## config.mk

```make
export PLATFORM = sky130hd
export DESIGN_NAME = gpio_in_irq
export DESIGN_NICKNAME = d
export VERILOG_FILES = /design/src/rtl/gpio_pkg.sv /design/src/rtl/gpio_debounce.sv /design/src/rtl/gpio_in_irq.sv
export SDC_FILE = /design/constraint.sdc
export NUM_CORES = 1
export LEC_CHECK = 0
export ABC_AREA = 1
export BUFFER_PORTS_ARGS = -buffer_cell sky130_fd_sc_hd__buf_2
export CORE_UTILIZATION = 40
export DETAILED_ROUTE_END_ITERATION = 10
export SYNTH_ARGS = -nofsm -noshare
export SYNTH_HDL_FRONTEND = slang
export SYNTH_HIERARCHICAL = 1
export SYNTH_SLANG_ARGS = --single-unit
```

## constraint.sdc

```tcl
create_clock -name clk -period 6.87 [get_ports clk]
set_clock_uncertainty 0.15 [all_clocks]
set_input_delay 0.687 -clock clk [delete_from_list [all_inputs] [get_ports clk]]
set_output_delay 0.687 -clock clk [all_outputs]
set_load 0.02 [all_outputs]
```

## src/rtl/gpio_pkg.sv

```systemverilog
// GPIO shared definitions: default sizing used by the input and output sides.
// Latency: n/a (constants and types only).
// Backpressure: n/a.
package gpio_pkg;

   localparam int GPIO_WIDTH_DEF = 8;   // pins per GPIO block
   localparam int GPIO_DB_W_DEF  = 16;  // debounce counter / db_limit width
   localparam int GPIO_SYNC_DEF  = 2;   // synchroniser depth

   // Edge kinds the input side can latch; software-visible encoding.
   typedef enum logic [1:0] {
      GPIO_EDGE_NONE = 2'b00,
      GPIO_EDGE_RISE = 2'b01,
      GPIO_EDGE_FALL = 2'b10
   } gpio_edge_e;

endpackage : gpio_pkg

```

## src/rtl/gpio_debounce.sv

```systemverilog
// One-pin synchroniser + debounce counter + debounced level flop.
// Latency: level_o follows a pin step SYNC_STAGES-1+max(db_limit_i,1) cycles after capture.
// Backpressure: none; free-running every cycle.
//
// Ports:
//   clk        system clock
//   rst_n      asynchronous active-low reset
//   pin_i      raw pad input, asynchronous to clk
//   db_limit_i consecutive stable cycles required before level_o changes (0 acts as 1)
//   level_o    debounced level
module gpio_debounce
   import gpio_pkg::*;
#(
   parameter int DEBOUNCE_W  = GPIO_DB_W_DEF,
   parameter int SYNC_STAGES = GPIO_SYNC_DEF
) (
   input  logic                  clk,
   input  logic                  rst_n,
   input  logic                  pin_i,
   input  logic [DEBOUNCE_W-1:0] db_limit_i,
   output logic                  level_o
);

   logic [SYNC_STAGES-1:0] sync_q;
   logic [SYNC_STAGES-1:0] sync_d;
   logic [DEBOUNCE_W-1:0]  cnt_q;
   logic [DEBOUNCE_W-1:0]  cnt_d;
   logic                   level_q;
   logic                   level_d;
   logic                   sync_s;
   logic [DEBOUNCE_W-1:0]  limit_eff;
   logic [DEBOUNCE_W:0]    cnt_inc;

   // Pure shift chain: no logic between stages so metastability only has flops to settle through.
   assign sync_d = {sync_q[SYNC_STAGES-2:0], pin_i};
   assign sync_s = sync_q[SYNC_STAGES-1];

   always_comb begin
      limit_eff = (db_limit_i == '0) ? {{(DEBOUNCE_W-1){1'b0}}, 1'b1} : db_limit_i;
      // One extra bit so the increment can never wrap before the compare.
      cnt_inc   = {1'b0, cnt_q} + {{DEBOUNCE_W{1'b0}}, 1'b1};
      cnt_d     = cnt_q;
      level_d   = level_q;
      if (sync_s == level_q) begin
         // Stable or a glitch returned: restart the qualification window.
         cnt_d = '0;
      end else if (cnt_inc >= {1'b0, limit_eff}) begin
         // >= rather than == so a lowered db_limit mid-count commits immediately.
         level_d = sync_s;
         cnt_d   = '0;
      end else begin
         cnt_d = cnt_inc[DEBOUNCE_W-1:0];
      end
   end

   always_ff @(posedge clk or negedge rst_n) begin
      if (!rst_n) begin
         sync_q  <= '0;
         cnt_q   <= '0;
         level_q <= 1'b0;
      end else begin
         sync_q  <= sync_d;
         cnt_q   <= cnt_d;
         level_q <= level_d;
      end
   end

   assign level_o = level_q;

endmodule : gpio_debounce

```

## src/rtl/gpio_in_irq.sv

```systemverilog
// GPIO input side: per-pin sync/debounce, edge detect, W1C pending register, masked irq.
// Latency: pending_o sets 1 cycle after level_o changes; irq_o 1 cycle after pending_o.
// Backpressure: none; edges on an already-pending bit are absorbed.
//
// Ports:
//   clk, rst_n          clock and asynchronous active-low reset
//   gpio_i              raw pad inputs (asynchronous)
//   db_limit            debounce stable-cycle count, 0 behaves as 1
//   rise_en / fall_en   per-pin edge enables into pending
//   irq_mask            per-pin contribution to irq_o
//   clr_valid/clr_bits  one-cycle write-1-to-clear of pending bits
//   level_o             debounced levels
//   pending_o           latched edge events
//   irq_o               registered |(pending_o & irq_mask)
module gpio_in_irq
   import gpio_pkg::*;
#(
   parameter int WIDTH       = GPIO_WIDTH_DEF,
   parameter int DEBOUNCE_W  = GPIO_DB_W_DEF,
   parameter int SYNC_STAGES = GPIO_SYNC_DEF
) (
   input  logic                  clk,
   input  logic                  rst_n,
   input  logic [WIDTH-1:0]      gpio_i,
   input  logic [DEBOUNCE_W-1:0] db_limit,
   input  logic [WIDTH-1:0]      rise_en,
   input  logic [WIDTH-1:0]      fall_en,
   input  logic [WIDTH-1:0]      irq_mask,
   input  logic                  clr_valid,
   input  logic [WIDTH-1:0]      clr_bits,
   output logic [WIDTH-1:0]      level_o,
   output logic [WIDTH-1:0]      pending_o,
   output logic                  irq_o
);

   logic [WIDTH-1:0] level_w;
   logic [WIDTH-1:0] lvl_q;
   logic [WIDTH-1:0] pending_q;
   logic [WIDTH-1:0] pending_d;
   logic             irq_q;
   logic             irq_d;
   logic [WIDTH-1:0] rise;
   logic [WIDTH-1:0] fall;
   logic [WIDTH-1:0] clr_mask;

   for (genvar p = 0; p < WIDTH; p++) begin : g_pin
      gpio_debounce #(
         .DEBOUNCE_W  (DEBOUNCE_W),
         .SYNC_STAGES (SYNC_STAGES)
      ) u_db (
         .clk        (clk),
         .rst_n      (rst_n),
         .pin_i      (gpio_i[p]),
         .db_limit_i (db_limit),
         .level_o    (level_w[p])
      );
   end

   always_comb begin
      rise     = level_w & ~lvl_q;
      fall     = ~level_w & lvl_q;
      clr_mask = clr_valid ? clr_bits : '0;
      // Set terms are OR'd after the clear so a same-cycle edge is never lost.
      pending_d = (pending_q & ~clr_mask) | (rise & rise_en) | (fall & fall_en);
      irq_d     = |(pending_q & irq_mask);
   end

   always_ff @(posedge clk or negedge rst_n) begin
      if (!rst_n) begin
         lvl_q     <= '0;
         pending_q <= '0;
         irq_q     <= 1'b0;
      end else begin
         lvl_q     <= level_w;
         pending_q <= pending_d;
         irq_q     <= irq_d;
      end
   end

   assign level_o   = level_w;
   assign pending_o = pending_q;
   assign irq_o     = irq_q;

endmodule : gpio_in_irq

```

### Word-level counts from Yosys, hierarchy flattened

Cells that the tools add are included.

* add/subtract/negate cells: 8
* magnitude comparators: 8
* eq/ne operators: 8
* muxes and demuxes: 18
* bitwise logic cells: 19
* reductions and logical operators: 10

Operators with widths (count)
* $mux W16: 17
* $add A16 B1 Y17 const B: 8
* $ge A17 B16 Y1: 8
* $and A8 B8 Y8: 6
* $not A8 Y8: 3
* $logic_not A16 Y1: 1
* $or A8 B8 Y8: 2
* $reduce_and A2 Y1: 8
* $eq A1 B1 Y1: 8
* $mux W8: 1
* $not A1 Y1: 8
* $reduce_or A8 Y1: 1

* flip-flop bits (word level): 169
* input bits: 59
* logic and storage cells: 98

### Longest topological paths before layout

Gate-level depths: netlist (run 1).

* depth in word-level cells: 5
* mapped depth: 19
* gate-level depth less buffers: 19

### Hierarchy

Netlist (run 1), hierarchy kept.

Modules (own cells, without submodules)
* gpio_debounce at g_pin[0].u_db ...: instances 7, cells an instance 217, area an instance 1665.3 um^2
* gpio_debounce at g_pin[3].u_db: instances 1, cells an instance 207, area an instance 1519.0 um^2
* gpio_in_irq: instances 1, cells an instance 89, area an instance 723.2 um^2

### Worst setup path after synthesis (run 1)

No wires, ideal clock.

* kind: register to register
* start point: reg g_pin[0].u_db.cnt_q[0]
* end point: reg g_pin[0].u_db.cnt_q[7]
* arrival: 2.470 ns
* required time: 6.652 ns
* path slack: 4.182 ns
* cell stages (with the launch flop): 20
* cell sequence: dfrtp_1 > ha_1 > nand2_2 > nor2_4 > nand2_4 > nor2_1 > or2_2 > nand2_1 > inv_1 > ha_1 > nand2_1 > nor2_1 > nand2_1 > nand2_1 > nand2_1 > nand2_1 > nor2_2 > nand3_4 > buf_12 > nor2_4

* word-level cells in the longest chain between the ends: 4

RTL lines
* start: declaration: line gpio_debounce.sv:26 `logic [DEBOUNCE_W-1:0] cnt_q;`
* start signal: assignment: line gpio_debounce.sv:63 `cnt_q <= cnt_d;`
* $add A16 B1 Y17 (*): line gpio_debounce.sv:41 `cnt_inc = {1'b0, cnt_q} + {{DEBOUNCE_W{1'b0}}, 1'b1};`
* $ge A17 B16 Y1: line gpio_debounce.sv:47 `end else if (cnt_inc >= {1'b0, limit_eff}) begin`
* $mux W16 (*): line gpio_debounce.sv:47
* $mux W16 (*): line gpio_debounce.sv:44 `if (sync_s == level_q) begin`
* via g_pin[0].u_db.cnt_d[7]: line gpio_debounce.sv:27 `logic [DEBOUNCE_W-1:0] cnt_d;`

Mark *: on every way through the listed nets, which the timed path passes. The rest lies on a longest branch.
A chain may end at the register's enable or synchronous reset.

### Final worst setup path (run 1)

* start point: reg g_pin[5].u_db.cnt_q[0]
* end point: reg g_pin[5].u_db.cnt_q[0]

* word-level cells in the longest chain between the ends: 4

RTL lines (line)
* start: declaration: gpio_debounce.sv:26
* start signal: assignment: gpio_debounce.sv:63
* $add A16 B1 Y17 (*): gpio_debounce.sv:41
* $ge A17 B16 Y1: gpio_debounce.sv:47
* $mux W16 (*): gpio_debounce.sv:47
* $mux W16 (*): gpio_debounce.sv:44
* via g_pin[5].u_db.cnt_d[0]: gpio_debounce.sv:27

Marked as above.

==> summary.md, run 1 <==
| Metric | Value |
|---|---|
| Switching power | `631 uW` |
| Synthesized area | `13900 sq um` |
| CP Data Arrival Time | `3.38 ns` |
| Mapped Nets | `2010` |
| Final Hold Viols | `0` |
| Leakage power | `8.72 nW` |
| Worst r2r path cells | `18` |
| Fraction of registers with async set/reset | `1.00` |
| Min-delay worst type | `primary input to async pin` |
| Post-synth top cells | `420 x inv_1, 397 x nand2_1, 175 x nor2_1` |
| Slowest cell on the critical path | `dfrtp_1` |
| Post-synth EDFFs | `0` |
| Setup TNS | `0 ns` |
| Critical path startpoint category | `register` |
| Largest cells by area after synthesis | `dfrtp_1 30%, ha_1 12%, inv_1 11%` |
| Total gr overflow | `0` |
| Post-DP HPWL | `23.4 mm` |
| Tmin final | `3.17 ns` |
| Seq/Total Area, Yosys | `0.304` |
| Synth area leader | `dfrtp_1` |
| Ys Warns | `6` |
| Max frequency | `315 MHz` |
| Vias | `10846` |
| CP Cell Sequence | `ha_1 > nand2_2 > nor2_4 > nand2_4 > nor2_1 > or2_2 > nand2_1 > inv_1 > ha_1 > nand2_1 > nor2_1 > nand2_1 > nand2_1 > nand2_1 > nand2_1 > nor2_2 > nand3_4 > nor2_1` |
| Most common cell in the netlist | `inv_1` |
| R2r setup slk | `3.70 ns` |
| Unique masters post-synth | `28` |
| First-pass GRT wire length | `53.4 mm` |
| Mapped Avg Cell Area | `7.66 sq um` |
| Slew @ Worst Pin | `1.02 ns` |
| Largest net degree at the start of global routing | `95` |
| Port-buffer cells | `75` |
| Status | `completed` |
| Pre-CTS WS | `3.65 ns` |
| Nets@finish | `2096` |
| Top cell by count, worst path | `nand2_1` |
| # rows | `67` |
| Drt initial violations | `506` |
| Number of top-level pins | `76` |
| RSZ-0062 raised after global routing | `false` |
| Clk pin slew, worst setup/hold paths | `0.07 ns` |
| Initial antenna violation count | `0` |
| Worst-path maximum fanout | `16` |
| # hold bufs at CTS | `0` |
| Die height | `188 microns` |
| Combinational Power Share | `0.108` |
| CTS sink cnt | `169` |
| Via density | `4.59` |
| Max Slew Vio Count | `0` |
| Wirelength per Cell | `13.4 microns` |
| CP Capture Type | `register` |
| Detailed Route WL | `31.6 mm` |
| CP max stage delay | `0.42 ns` |
| Clock latency on the worst-skew pair | `0.44 ns` |
| Crit Path Category | `register to register` |
| Min Hold Slack | `0.188 ns` |
| Drc violations | `0` |
| Die width | `188 microns` |
| Synth Flop Type | `dfrtp_1` |
| CTS resizes | `0` |
| GPL Wtd Cong | `0.847` |
| H-tree levels | `4` |
| Net Sw Frac | `0.277` |
| Pint | `1.64 mW` |
| Initial Utilization | `0.410` |
| Required @ worst endpoint | `7.08 ns` |
| Fraction of layout cells with a size suffix above 1 | `0.183` |
| CORE AREA | `33900 sq um` |
| Clock share of power | `0.441` |
| Vias in the first global route | `10912` |
| CTS Buf Count | `17` |
| N_diodes | `0` |
| R2r endpoint | `g_pin[5].u_db/cnt_q[0]$_DFF_PN0_` |
| PnR worst setup slack | `3.70 ns` |
| Fin crit share | `0.462` |
| PwrDens | `149 nW/um^2` |
| CTS tree | `done` |
| Max-cap violation count | `0` |
| Max Root-Sink Buffers | `2` |
| Setup-failing EPs final | `0` |
| Synth-to-Final Area Change | `9.97%` |
| Total track usage | `0.191` |
| Drt pass-1 iters | `5` |
| Routed Antenna Nets | `0` |
| Rel. slew slack | `0.322` |
| VDD IR max | `0.169 mV` |
| Post-CTS Setup Bufs | `0` |
| Gate Count Post-Synth | `1815` |
| Top-area cell type share of the netlist area | `0.304` |
| Share of power burned in registers | `0.451` |
| Clk root buf | `clkbuf_16` |
| Worst R2R Start | `g_pin[5].u_db/cnt_q[0]$_DFF_PN0_` |
| Total die area | `35500 sq um` |
| Yosys reg bits | `169` |
worst max-delay path, delay by kind of cell, from the launching register on:
kind | cells | cell delay, ns
buffers and inverters | 1 | 0.06
adders and majority gates | 2 | 0.55
DFF | 1 | 0.42
and+or+nand+nor | 15 | 1.89
worst max path at each step:
stage | slack, ns | start | depth (start not counted) | to
global placement | 3.63 | db_limit[1] | 13 | g_pin[5].u_db/cnt_q[0]$_DFF_PN0_
finish | 3.70 | g_pin[5].u_db/cnt_q[0]$_DFF_PN0_ | 18 | g_pin[5].u_db/cnt_q[0]$_DFF_PN0_
floorplan | 4.18 | g_pin[0].u_db/cnt_q[0]$_DFF_PN0_ | 19 | g_pin[0].u_db/cnt_q[7]$_DFF_PN0_
detailed placement | 3.65 | db_limit[1] | 13 | g_pin[5].u_db/cnt_q[1]$_DFF_PN0_
global route | 3.43 | g_pin[5].u_db/cnt_q[0]$_DFF_PN0_ | 17 | g_pin[5].u_db/cnt_q[2]$_DFF_PN0_
CTS | 3.69 | g_pin[5].u_db/cnt_q[0]$_DFF_PN0_ | 18 | g_pin[5].u_db/cnt_q[0]$_DFF_PN0_
sequential cells by signal (all words and copies together) (netlist names):
register and count:
g_pin.u_db/sync_q 16, irq_o 1, lvl_q 8, pending_o 8, g_pin.u_db/level_o 8, g_pin.u_db/cnt_q 128
cell type report:
class                           instances  area [sq um]
Tap cell                              448           561
Multi-Input combinational cell       1202          7880
Sequential cell                       169          4230
Timing Repair Buffer                   76           389
Clock buffer                           19           443
Fill cell                            3400         18600
Clock inverter                         13           156
Inverter                              435          1630
metrics by stage:
stage,power (mW),area [sq um],util,cells
floorplan,1.20,13900,-,1815
global placement,1.29,14700,0.434,2330
finish,2.27,15300,0.451,2362
detailed placement,1.29,14700,0.434,2330
global route,2.39,15300,0.451,2362
CTS,2.32,15300,0.451,2362
placed cells by master (no fill, tap or decap), drive strengths merged, types with 9 or more instances in the layout:
cell,instances
ha,136
nand2,442
nor2,314
xor2,63
nand4,31
nor3,31
dfrtp,169
buf,76
clkbuf,19
a21oi,24
xnor2,34
nor4,9
nand3,78
inv,442
power by group through the flow:
stage               logic [mW]  registers (mW)  clock network [mW]
floorplan                0.156            1.04                   0
global placement         0.245            1.04                   0
detailed placement       0.250            1.04                   0
CTS                      0.252            1.03                1.04
global route             0.287            1.03                1.08
finish                   0.246            1.03                1.00
layer usage:
metal	vias up	GRT usage	part of all wire
met5	-	0	0
met2	162	0.325	0.48
met3	49	0.0266	0.027
met1	5003	0.244	0.47
li1	5632	-	-
met4	0	0.0701	0.024
logic make-up (layout without fill, tap and decap cells):
family                     after synthesis  in the layout  share of synthesized area
adders and majority gates              136            136                      0.122
xor gates and xnor gates                97             97                     0.0611
AOI/OAI and AO/OA                       48             48                     0.0228
and+or+nand+nor                        921            921                      0.360
DFF                                    169            169                      0.304
buffers and inverters                  444            543                      0.129
Power figures use the tool's default switching activity.
==> run 2, diff against run 1 <==
==> constraint.sdc (replaced) <==
create_clock -name clk -period 3.3 [get_ports clk]
set_clock_uncertainty 0.15 [all_clocks]
set_input_delay 0.33 -clock clk [delete_from_list [all_inputs] [get_ports clk]]
set_output_delay 0.33 -clock clk [all_outputs]
set_load 0.02 [all_outputs]
==> summary.md, run 2 (synthesized netlist as in run 1, its figures left out) <==
| Metric | Value |
|---|---|
| Worst r2r path cells | `18` |
| CP Capture Type | `register` |
| Via density | `4.54` |
| Pint | `3.45 mW` |
| Routed Antenna Nets | `0` |
| Switching power | `1.32 mW` |
| R2r setup slk | `0.24 ns` |
| Reg with most FFs | `g_pin.u_db/cnt_q` |
| Setup TNS | `0 ns` |
| Fin crit share | `0.928` |
| Final Hold Viols | `0` |
| Non-filler cells, final | `2404` |
| Fraction of layout cells with a size suffix above 1 | `0.187` |
| Synth-to-Final Area Change | `13.5%` |
| CTS tree | `done` |
| CTS sink cnt | `169` |
| Total die area | `35500 sq um` |
| Nets@finish | `2138` |
| Critical Path Start | `g_pin[7].u_db/cnt_q[0]$_DFF_PN0_` |
| Final Cell Area | `15800 sq um` |
| Total gr overflow | `0` |
| Clock share of power | `0.433` |
| GPL Wtd Cong | `0.823` |
| Status | `completed` |
| Vias | `10910` |
| Initial Utilization | `0.410` |
| Die height | `188 microns` |
| Tmin final | `3.06 ns` |
| Drt initial violations | `452` |
| Drt pass-1 iters | `4` |
| Combinational Power Share | `0.120` |
| N_diodes | `0` |
| Worst R2R Start | `g_pin[7].u_db/cnt_q[0]$_DFF_PN0_` |
| VDD IR max | `0.365 mV` |
| Biggest regs | `g_pin.u_db/cnt_q: 128 flops, g_pin.u_db/sync_q: 16 flops` |
| Number of top-level pins | `76` |
| Required @ worst endpoint | `3.51 ns` |
| Max-cap violation count | `0` |
| Rel. slew slack | `0.645` |
| Hold endpoint | `pending_o[2]$_DFF_PN0_` |
| Drc violations | `0` |
| Clk pin slew, worst setup/hold paths | `0.07 ns` |
| Hold_sp | `fall_en[2]` |
| RSZ-0062 raised after global routing | `false` |
| Leakage power | `8.96 nW` |
| Initial antenna violation count | `1` |
| PnR worst setup slack | `0.238 ns` |
| Slew @ Worst Pin | `0.533 ns` |
| Largest net degree at the start of global routing | `67` |
| CTS Buf Count | `17` |
| CP Data Arrival Time | `3.27 ns` |
| Net Sw Frac | `0.276` |
| Most frequent cells in the layout | `420 x inv_1, 397 x nand2_1, 175 x nor2_1` |
| Pre-CTS WS | `0.156 ns` |
| Wirelength per Cell | `13.3 microns` |
| Finished Core Util | `0.466` |
| First-pass GRT wire length | `53.7 mm` |
| Worst-path maximum fanout | `16` |
| H-tree levels | `4` |
| Critical path startpoint category | `register` |
| CORE AREA | `33900 sq um` |
| Crit Path Category | `register to register` |
| Min-delay worst type | `primary input to register` |
| Clock latency on the worst-skew pair | `0.45 ns` |
| Filler cells | `3324` |
| Area after DPL | `14800 sq um` |
| Post-DP HPWL | `23.5 mm` |
| Total track usage | `0.191` |
| WHS Path Cells | `3` |
| CTS resizes | `0` |
| Die width | `188 microns` |
| Max frequency | `327 MHz` |
| # rows | `67` |
| R2r endpoint | `g_pin[7].u_db/cnt_q[15]$_DFF_PN0_` |
| Max Slew Vio Count | `0` |
| Setup-failing EPs final | `0` |
| Max Root-Sink Buffers | `2` |
| Detailed Route WL | `32.0 mm` |
| PwrDens | `302 nW/um^2` |
| Vias in the first global route | `10779` |
| Most common cell after layout, fill and taps aside | `inv_1` |
| Port-buffer cells | `75` |
| Share of power burned in registers | `0.447` |
| Largest register FFs | `128` |
| Post-Place Cells | `2336` |
| Clk root buf | `clkbuf_16` |
-- run 2: cell types whose count changed in the layout (fill, tap and decap cells not counted) --
cell / change
buf_12: +10
buf_4: +5
clkinv_2: +2
clkinv_4: -1
clkinvlp_4: +1
dlygate4sd3_1: +27
inv_8: -2
-- run 2: what timing repair did --
| action | CTS | global route |
|---|---|---|
| endpoints found under the hold margin | 55 | 0 |
| hold buffers | 27 | 0 |
| buffers inserted | 0 | 9 |
| endpoints found under the setup margin | 0 | 56 |
-- run 2: power by group through the flow --
stage | clock network, mW | logic [mW] | registers (mW)
6_report | 2.06 | 0.572 | 2.13
5_1_grt | 2.20 | 0.655 | 2.14
4_1_cts | 2.13 | 0.561 | 2.13
3_5_place_dp | 0 | 0.539 | 2.17
3_3_place_gp | 0 | 0.525 | 2.17
2_1_floorplan | 0 | 0.324 | 2.17
-- run 2: worst max-delay path: stages (launching register included) --
cell	delay, ns
dfrtp_1	0.41
ha_1	0.24
nand2_2	0.10
nor2_4	0.05
nand2_4	0.10
nor2_1	0.07
or2_2	0.27
nand2_1	0.12
inv_1	0.06
ha_1	0.30
nand2_1	0.10
nor2_1	0.06
nand2_1	0.05
nand2_1	0.04
nand2_1	0.05
nand2_1	0.06
nor2_2	0.19
nand3_4	0.35
nor2_1	0.20
-- run 2: final cells by class --
type | instances | area, sq um | area share
repair buffers | 118 | 897 | 0.0569
inverters | 435 | 1630 | 0.103
multi-input cells | 1202 | 7880 | 0.499
well taps | 448 | 561 | 0.0355
flip-flops and latches | 169 | 4230 | 0.268
clock inverters | 13 | 143 | 0.00904
clock buffers | 19 | 443 | 0.0281
-- run 2: stage by stage --
stage	hold WS (ns)	power, mW
after floorplan	-0.116	2.49
after global placement	0.144	2.70
after detailed placement	0.150	2.71
after CTS	0.0449	4.83
after global routing	0.0433	5.00
final	0.0743	4.77
-- run 2: per-layer routing --
metal	global-route usage	share of wire	vias up
li1	-	-	5720
met1	0.249	0.47	5034
met2	0.331	0.49	125
met3	0.0261	0.027	31
met4	0.0524	0.014	0
met5	0	0	-
-- run 2: worst max-delay path by stage --
stage                                             end  slack [ns]  cells past startpoint
finish              g_pin[7].u_db/cnt_q[15]$_DFF_PN0_        0.24                     18
CTS                  g_pin[6].u_db/cnt_q[3]$_DFF_PN0_        0.11                     18
global placement     g_pin[6].u_db/cnt_q[3]$_DFF_PN0_        0.21                     18
detailed placement   g_pin[6].u_db/cnt_q[3]$_DFF_PN0_        0.16                     18
floorplan            g_pin[0].u_db/cnt_q[7]$_DFF_PN0_        0.61                     19
global route         g_pin[7].u_db/cnt_q[0]$_DFF_PN0_       0.001                     18
